==> src/rtl/fifo_traffic_pkg.sv <==
// rtl/fifo_traffic_pkg.sv - shared opcodes, state encoding and defaults for the FIFO traffic master
package fifo_traffic_pkg;

    // Default geometry of the FIFO opcode interface
    localparam int DATA_W_DEF  = 32;
    localparam int CNT_W_DEF   = 5;
    localparam int TIMEOUT_DEF = 64;

    // FIFO command opcodes, shared with the FIFO itself
    localparam logic [1:0] OP_IDLE  = 2'b00;
    localparam logic [1:0] OP_WRITE = 2'b01;
    localparam logic [1:0] OP_READ  = 2'b10;

    // Burst sequencer states
    typedef enum logic [2:0] {
        ST_IDLE  = 3'd0,
        ST_FILL  = 3'd1,
        ST_DRAIN = 3'd2,
        ST_FLUSH = 3'd3,
        ST_FIN   = 3'd4
    } state_t;

    // States in which the master may issue FIFO transfers
    function automatic logic is_xfer_state(input state_t s);
        return (s == ST_FILL) || (s == ST_DRAIN);
    endfunction

endpackage

==> src/rtl/fifo_rd_checker.sv <==
// rtl/fifo_rd_checker.sv - one-cycle-delayed compare of FIFO read data with a saturating error count
module fifo_rd_checker
    import fifo_traffic_pkg::*;
#(
    parameter int DATA_W = DATA_W_DEF,
    parameter int CNT_W  = CNT_W_DEF
) (
    input  logic              clk,
    input  logic              rst_n,
    input  logic              rd_edge,
    input  logic [DATA_W-1:0] exp_word,
    input  logic [DATA_W-1:0] dout,
    input  logic              clr_err,
    output logic              rd_pend,
    output logic [CNT_W-1:0]  err_count
);

    logic [DATA_W-1:0] exp_reg;
    logic              mismatch;

    assign mismatch = rd_pend && (dout != exp_reg);

    // Capture the expected word on a read edge; compare it against Dout one cycle later
    always_ff @(posedge clk or negedge rst_n) begin
        if (!rst_n) begin
            rd_pend   <= 1'b0;
            exp_reg   <= '0;
            err_count <= '0;
        end else begin
            rd_pend <= rd_edge;
            if (rd_edge) begin
                exp_reg <= exp_word;
            end
            if (clr_err) begin
                err_count <= '0;
            end else if (mismatch && (err_count != {CNT_W{1'b1}})) begin
                err_count <= err_count + CNT_W'(1);
            end
        end
    end

endmodule

==> src/rtl/fifo_traffic_master.sv <==
// rtl/fifo_traffic_master.sv - burst fill/drain initiator for the 16-entry FIFO opcode interface
module fifo_traffic_master
    import fifo_traffic_pkg::*;
#(
    parameter int DATA_W  = DATA_W_DEF,
    parameter int CNT_W   = CNT_W_DEF,
    parameter int TIMEOUT = TIMEOUT_DEF
) (
    input  logic              clk,
    input  logic              rst_n,
    input  logic              start,
    input  logic              dir,
    input  logic [CNT_W-1:0]  count,
    input  logic [DATA_W-1:0] seed,
    output logic              busy,
    output logic              done,
    output logic              timeout,
    output logic [CNT_W-1:0]  err_count,
    output logic              proto_err,
    output logic [1:0]        opcode,
    output logic [DATA_W-1:0] din,
    input  logic [DATA_W-1:0] dout,
    input  logic              fifo_full,
    input  logic              fifo_empty,
    input  logic              overflow,
    input  logic              underflow
);

    localparam int STALL_W = $clog2(TIMEOUT + 1);

    state_t             state;
    state_t             nstate;
    logic [CNT_W-1:0]   remaining;
    logic [DATA_W-1:0]  pattern;
    logic [STALL_W-1:0] stall_cnt;

    logic accept;
    logic xfer;
    logic blocked;
    logic stall_hit;
    logic rd_edge;
    logic rd_pend;

    // A start strobe only counts while idle
    assign accept    = (state == ST_IDLE) && start;
    assign xfer      = (opcode != OP_IDLE);
    assign blocked   = is_xfer_state(state) && (remaining != '0) && !xfer;
    assign stall_hit = blocked && (stall_cnt == STALL_W'(TIMEOUT - 1));
    assign rd_edge   = (opcode == OP_READ);

    // State register
    always_ff @(posedge clk or negedge rst_n) begin
        if (!rst_n) begin
            state <= ST_IDLE;
        end else begin
            state <= nstate;
        end
    end

    // Next-state: bursts end on exhaustion or stall timeout; drains get a flush cycle for the last compare
    always_comb begin
        nstate = state;
        case (state)
            ST_IDLE: begin
                if (accept) begin
                    if (count == '0) begin
                        nstate = ST_FIN;
                    end else if (dir) begin
                        nstate = ST_DRAIN;
                    end else begin
                        nstate = ST_FILL;
                    end
                end
            end
            ST_FILL: begin
                if ((remaining == '0) || stall_hit) begin
                    nstate = ST_FIN;
                end
            end
            ST_DRAIN: begin
                if (remaining == '0) begin
                    nstate = ST_FLUSH;
                end else if (stall_hit) begin
                    nstate = rd_pend ? ST_FLUSH : ST_FIN;
                end
            end
            ST_FLUSH: nstate = ST_FIN;
            ST_FIN:   nstate = ST_IDLE;
            default:  nstate = ST_IDLE;
        endcase
    end

    // Outputs: opcode gated by FIFO flags so the FIFO can never overflow or underflow
    always_comb begin
        opcode = OP_IDLE;
        din    = '0;
        busy   = (state != ST_IDLE);
        done   = (state == ST_FIN);
        if ((state == ST_FILL) && (remaining != '0) && !fifo_full) begin
            opcode = OP_WRITE;
        end else if ((state == ST_DRAIN) && (remaining != '0) && !fifo_empty) begin
            opcode = OP_READ;
        end
        if (state == ST_FILL) begin
            din = pattern;
        end
    end

    // Burst bookkeeping: remaining count, pattern generator, stall counter and timeout flag
    always_ff @(posedge clk or negedge rst_n) begin
        if (!rst_n) begin
            remaining <= '0;
            pattern   <= '0;
            stall_cnt <= '0;
            timeout   <= 1'b0;
        end else if (accept) begin
            remaining <= count;
            pattern   <= seed;
            stall_cnt <= '0;
            timeout   <= 1'b0;
        end else if (xfer) begin
            remaining <= remaining - CNT_W'(1);
            pattern   <= pattern + DATA_W'(1);
            stall_cnt <= '0;
        end else if (blocked) begin
            stall_cnt <= stall_cnt + STALL_W'(1);
            if (stall_hit) begin
                timeout <= 1'b1;
            end
        end
    end

    // Sticky protocol error: any FIFO overflow/underflow pulse, in any state
    always_ff @(posedge clk or negedge rst_n) begin
        if (!rst_n) begin
            proto_err <= 1'b0;
        end else if (overflow || underflow) begin
            proto_err <= 1'b1;
        end
    end

    fifo_rd_checker #(
        .DATA_W (DATA_W),
        .CNT_W  (CNT_W)
    ) u_rd_checker (
        .clk       (clk),
        .rst_n     (rst_n),
        .rd_edge   (rd_edge),
        .exp_word  (pattern),
        .dout      (dout),
        .clr_err   (accept),
        .rd_pend   (rd_pend),
        .err_count (err_count)
    );

endmodule

==> config.mk <==
export PLATFORM = sky130hd
export DESIGN_NAME = fifo_traffic_master
export DESIGN_NICKNAME = d
export VERILOG_FILES = /design/src/rtl/fifo_traffic_pkg.sv /design/src/rtl/fifo_rd_checker.sv /design/src/rtl/fifo_traffic_master.sv
export SDC_FILE = /design/constraint.sdc
export NUM_CORES = 1
export LEC_CHECK = 0
export CORE_ASPECT_RATIO = 1.4
export CORE_MARGIN = 1
export CORE_UTILIZATION = 45
export DETAILED_ROUTE_END_ITERATION = 8
export GPL_ROUTABILITY_DRIVEN = 0
export PLACE_DENSITY = 0.74
export REMOVE_ABC_BUFFERS = 1
export SETUP_SLACK_MARGIN = 0.02
export SYNTH_ARGS = -nofsm -noshare
export SYNTH_HDL_FRONTEND = slang
export SYNTH_SLANG_ARGS = --single-unit
==> constraint.sdc <==
create_clock -name clk -period 2.4 [get_ports clk]
set_input_delay 0.36 -clock clk [delete_from_list [all_inputs] [get_ports clk]]
set_output_delay 0.36 -clock clk [all_outputs]
set_load 0.05 [all_outputs]
# == Word-level counts from Yosys, hierarchy flattened ==
# Cells that the tools add are included.
# classes
n_reduce_logical,29
n_eq_ne,12
mux,24
n_addsub,4
# ops
operator,count
two-way mux 32 bit,3
"adder 32 x 1 -> 32 bit, second input constant",1
!= test 32 bit,1
two-way mux 7 bit,3
two-way mux 5 bit,4
two-way mux 3 bit,6
case mux 3 bit (4 select lines),1
logical AND 1 bit,10
zero test 5 bit,2
nonzero test 2 bit,5
"adder 7 x 1 -> 7 bit, second input constant",1
"equality test 7 x 6 -> 1 bit, second input constant",1
"equality test 3 x 2 -> 1 bit, second input constant",2
two-way mux 2 bit,3
"!= test 2 bit, second input constant",3
AND reduction 3 bit,2
nonzero test 3 bit,2
"adder 5 x 1 -> 5 bit, second input constant",1
"!= test 5 bit, second input constant",1
nonzero test 5 bit,1
"subtractor 5 x 1 -> 5 bit, second input constant",1
two-way mux 1 bit,4
"equality test 3 x 1 -> 1 bit, second input constant",1
"equality test 3 bit, second input constant",1
other kinds (5),9
# word_totals
in_bits,77
out_inout_bits,43
ff_bits,87

# == Logic depth before layout (Yosys ltp) ==
# logic_depth
ltp_word,13
depth_mapped,9

# == Modules after synthesis ==
# From an unflattened synthesis, not the netlist that was laid out.
# hier_totals
hier_cells,500
hier_area_um2,4934.7
# by_module_without_submodules
mod,cells_per_inst,seq_area_each_um2,area_per_inst_um2,n_inst
fifo_traffic_master,359,1226.2,3066.7,1
fifo_rd_checker,141,950.9,1868.0,1

# == Least setup slack after synthesis ==
# Ideal clock, no wire load.
# synth_path
path_kind,reg2out
from,register state[2]
to,output opcode[0]
arrival_ns,2.201
path_slack_ns,-0.161
stages_incl_launch_ff,4
path_cell_list,dfrtp_1 clkbuf_1 nor3b_1 nor3b_1
# synth_between
elab_chain_cells,4
# synth_lines
item,line,source
start: declaration,fifo_traffic_master.sv:31,state_t state;
start signal: assignment,fifo_traffic_master.sv:56,state <= nstate;
equality test 3 x 1 -> 1 bit,fifo_traffic_master.sv:99,if ((state == ST_FILL) && (remaining != '0) && !fifo_full) begin
logical AND 1 bit (2 in series),fifo_traffic_master.sv:99,
two-way mux 2 bit,fifo_traffic_master.sv:99,
end: declaration,fifo_traffic_master.sv:20,"output logic [1:0] opcode,"
# No other way between the ends.

# == Final worst setup path ==
# layout_path
from,register state[0]
to,output opcode[1]
# layout_between
elab_chain_cells,5
# layout_lines
item,line,source
equality test 3 x 2 -> 1 bit,fifo_traffic_master.sv:101,end else if ((state == ST_DRAIN) && (remaining != '0) && !fifo_empty) begin
logical AND 1 bit (2 in series),fifo_traffic_master.sv:101,
two-way mux 2 bit,fifo_traffic_master.sv:101,
two-way mux 2 bit *,fifo_traffic_master.sv:99,
# Every way passes the cells marked *; elsewhere a longest branch is shown, timed or not.

==> summary.md <==
| Metric | Value |
|---|---|
| Initial antenna violation count | 1 |
| Most frequent cell after synthesis | dfrtp_1 |
| Routed WL | 13400 um |
| CTS tree | built |
| First-pass GRT wire length | 21600 um |
| Detailed-route via count | between 4000 and 5000 |
| Register-to-Register Path Depth | 7 |
| CTS buffer count | 9 |
| Clock skew | 4.14 ps |
| WS Path Type | reg2out |
| Number of synthesized flops with an enable pin | 0 |
| Leak pwr | 2.88 nW |
| Share of cells above drive strength 1 | 0.214 |
| Pin count of the biggest net entering global routing | 35 |
| DR pass1 iterations | 4 |
| Logic pwr share | 0.464 |
| Power Density | around 1100 mW/mm2 |
| Primary FF master, synth | dfrtp_1 |
| Core area | between 0.01 and 0.015 mm2 |
| Final Critical Period | about 2300 ps |
| Most frequent cells after synthesis | dfrtp_1 (87), nand2_1 (52), xnor2_1 (52) |
| Slew Limit Fails | 0 |
| Gate Count Post-Synth | between 400 and 500 |
| Synth area leaders | dfrtp_1 (44%), xnor2_1 (9.2%), mux2_2 (7.7%) |
| Final #Nets | 715 |
| Syn Std Cell Area | around 0.0050 mm2 |
| Seq/Total Area, Yosys | 0.438 |
| Setup-violating endpoint count in the final report | 0 |
| Pint | roughly 4.6 mW |
| # IOs | 120 |
| Slowest cell on crit path | or3b_4 |
| Multi-input logic area | approximately 0.0027 mm2 |
| Global route total overflow | 0 |
| Ant. Diodes | 0 |
| Layout Utilization | 0.665 |
| CP most frequent cell | buf_12 |
| Worst path max stage delay | around 430 ps |
| Largest area contributor in the netlist | dfrtp_1 |
| Sequential share of power | 0.366 |
| H-tree levels | 3 |
| Register area | 0.00218 mm2 |
| Cell count after placement | approximately 760 |
| Number of remaining DRC errors | 0 |
| Die ar. | 0.0115 mm2 |
| Initial drt markers | around 270 |
| WL/cell | ~17 um |
| Actual slew at the worst max-slew pin | around 500 ps |
| Area Growth Syn to Fin | 44.6% |
| Clk root buf | clkbuf_16 |
| Mean Syn Cell Area | ~10 um2 |
| Crit path cell chain | or3b_4 > buf_12 > buf_4 > nor3_4 > buf_12 > buf_12 |
| Routed vias/inst | ~5.4 |
| Clk_lat worst skew | approximately 340 ps |
| CP arrival | approximately 2000 ps |
| Worst Hold Depth | 1 |
| Register bit total from synthesis | between 80 and 90 |
| Antenna Nets Post-Route | 0 |
| Hpwl dp | roughly 10000 um |
| # fillers | 834 |
| Post-route insts no fill | between 700 and 800 |
| Status | complete, no violations |
| Sw Pwr | just over 3 mW |
| Max clock buf depth | 2 |
| Rel. slew slack | 0.657 |
| Worst EP required | slightly above 2000 ps |
| Rows | 45 |
| Fmax | between 400 and 500 MHz |
| Fin. Hold Viols | 0 |
| Final worst-path cycle share | 0.969 |
| Synthesis warning total | 0 |
| CTS Sinks | 87 |
| I/O Buffers | approximately 120 |
| Top-area cell type share of the netlist area | 0.438 |
| CP endpoint kind | output pin |
| Number of max-cap violations | 0 |
| Vias in the first global route | 4301 |
| Reg clk slew, reported paths | roughly 60 ps |
| Worst VDD drop | 0.000608 V |
| Global Route Usage Sum | 0.242 |
| Hold WC Path Type | reg2reg |
| Die Width | between 90 and 100 um |
| Yosys cell types | between 40 and 50 |
| Die height | ~130 um |
| FFs w/ async S/R, synth | 1.00 |
| Sw Ratio | 0.399 |
| Initial Util | 0.460 |
| RSZ-0062 raised after global routing | no |
| Clock Power Share | 0.170 |
| Startpoint Class | register |
| CP Max Fanout | 7 |
final timing paths:
path,endpoint,slack (ps),from
setup / recovery,opcode[1],70,state[0]
hold / removal,proto_err,480,proto_err
setup reg to reg,u_rd_checker.exp_reg[30],150,state[0]
hold reg to reg,proto_err,480,proto_err
max in group asynchronous,u_rd_checker.err_count[2],1150,rst_n
min in group asynchronous,u_rd_checker.exp_reg[10],520,rst_n
routing by layer:
layer / wire length (um) / global-route usage / vias up / share of wire
met5: 0 / 0 / - / 0
met4: 282 / 0.0999 / 0 / 0.021
met3: 570 / 0.0444 / 19 / 0.043
met2: 7170 / 0.431 / 116 / 0.54
met1: 5360 / 0.287 / 2069 / 0.40
li1: - / - / 2011 / -
power groups by stage:
stage | registers (mW) | clock network [mW] | logic (mW)
6_report | 2.81 | 1.30 | 3.55
5_1_grt | 2.90 | 1.38 | 3.82
4_1_cts | 2.79 | 1.33 | 3.55
3_5_place_dp | 2.81 | 0 | 3.49
3_3_place_gp | 2.77 | 0 | 3.40
2_1_floorplan | 2.60 | 0 | 2.13
cell families (layout without fill, tap and decap cells):
family,count (synthesis),in the layout,synth area share
AO/OA/AOI/OAI,58,58,0.0780
flip-flops,87,87,0.438
AND/OR/NAND/NOR,199,199,0.230
multiplexers,43,43,0.0951
buffers and inverters,31,179,0.0297
adder cells (fa/ha/maj),6,6,0.0151
XOR/XNOR,65,65,0.114
what timing repair did:
item	CTS	global route
pin swaps	1	0
setup buffers	1	4
endpoints found under the hold margin	32	0
cloned	1	0
resized for setup	0	0
endpoints found under the setup margin	1	1
hold buffers	1	0
layout make-up:
class	count	area share
multi-input cells	371	0.370
clock inverters	3	0.00244
inverters	5	0.00261
clock buffers	13	0.0362
flip-flops and latches	87	0.303
repair buffers	158	0.262
well taps	141	0.0245
through the flow:
step	hold WS (ps)	cell area, um2	TNS, ps	setup WS [ps]	total power [mW]
after detailed placement	336	6830	-1070	-114	6.30
after global routing	509	7190	0	32.4	8.10
after floorplan	64.4	4840	-39760	-954	4.73
after global placement	335	6830	-224	-65.6	6.17
final	479	7190	0	74.3	7.66
after CTS	481	7160	0	26.5	7.67
worst max-delay path, delay by kind of cell, from the launching register on:
family | cells | cell delay, ps
simple gates | 2 | 650
buf+inv | 4 | 570
flops | 1 | 400
cells in the final DEF, fill, tap and decap left out, types with 2 or more instances in the layout:
master,n
and2_1,36
a211o_1,2
clkinv_2,2
clkdlybuf4s50_1,82
ha_1,6
clkbuf_16,9
a21oi_1,5
nor3_1,7
and3_1,6
dfrtp_1,87
nand2_1,52
nor4_2,3
clkbuf_8,2
a31oi_1,2
or3b_4,2
o21ai_0,17
o22ai_1,2
nor4b_2,2
clkbuf_1,2
nor2_1,20
buf_4,37
nand4_1,22
xnor2_1,52
mux2_2,34
mux2i_1,9
a22oi_1,2
a221o_1,4
buf_12,37
nor3b_1,2
a211oi_1,2
xor2_1,13
inv_1,5
nand2b_1,6
or3_1,4
o21ai_1,14
nor4_1,12
nand3_1,11
and4_1,8
Power figures use the tool's default switching activity.
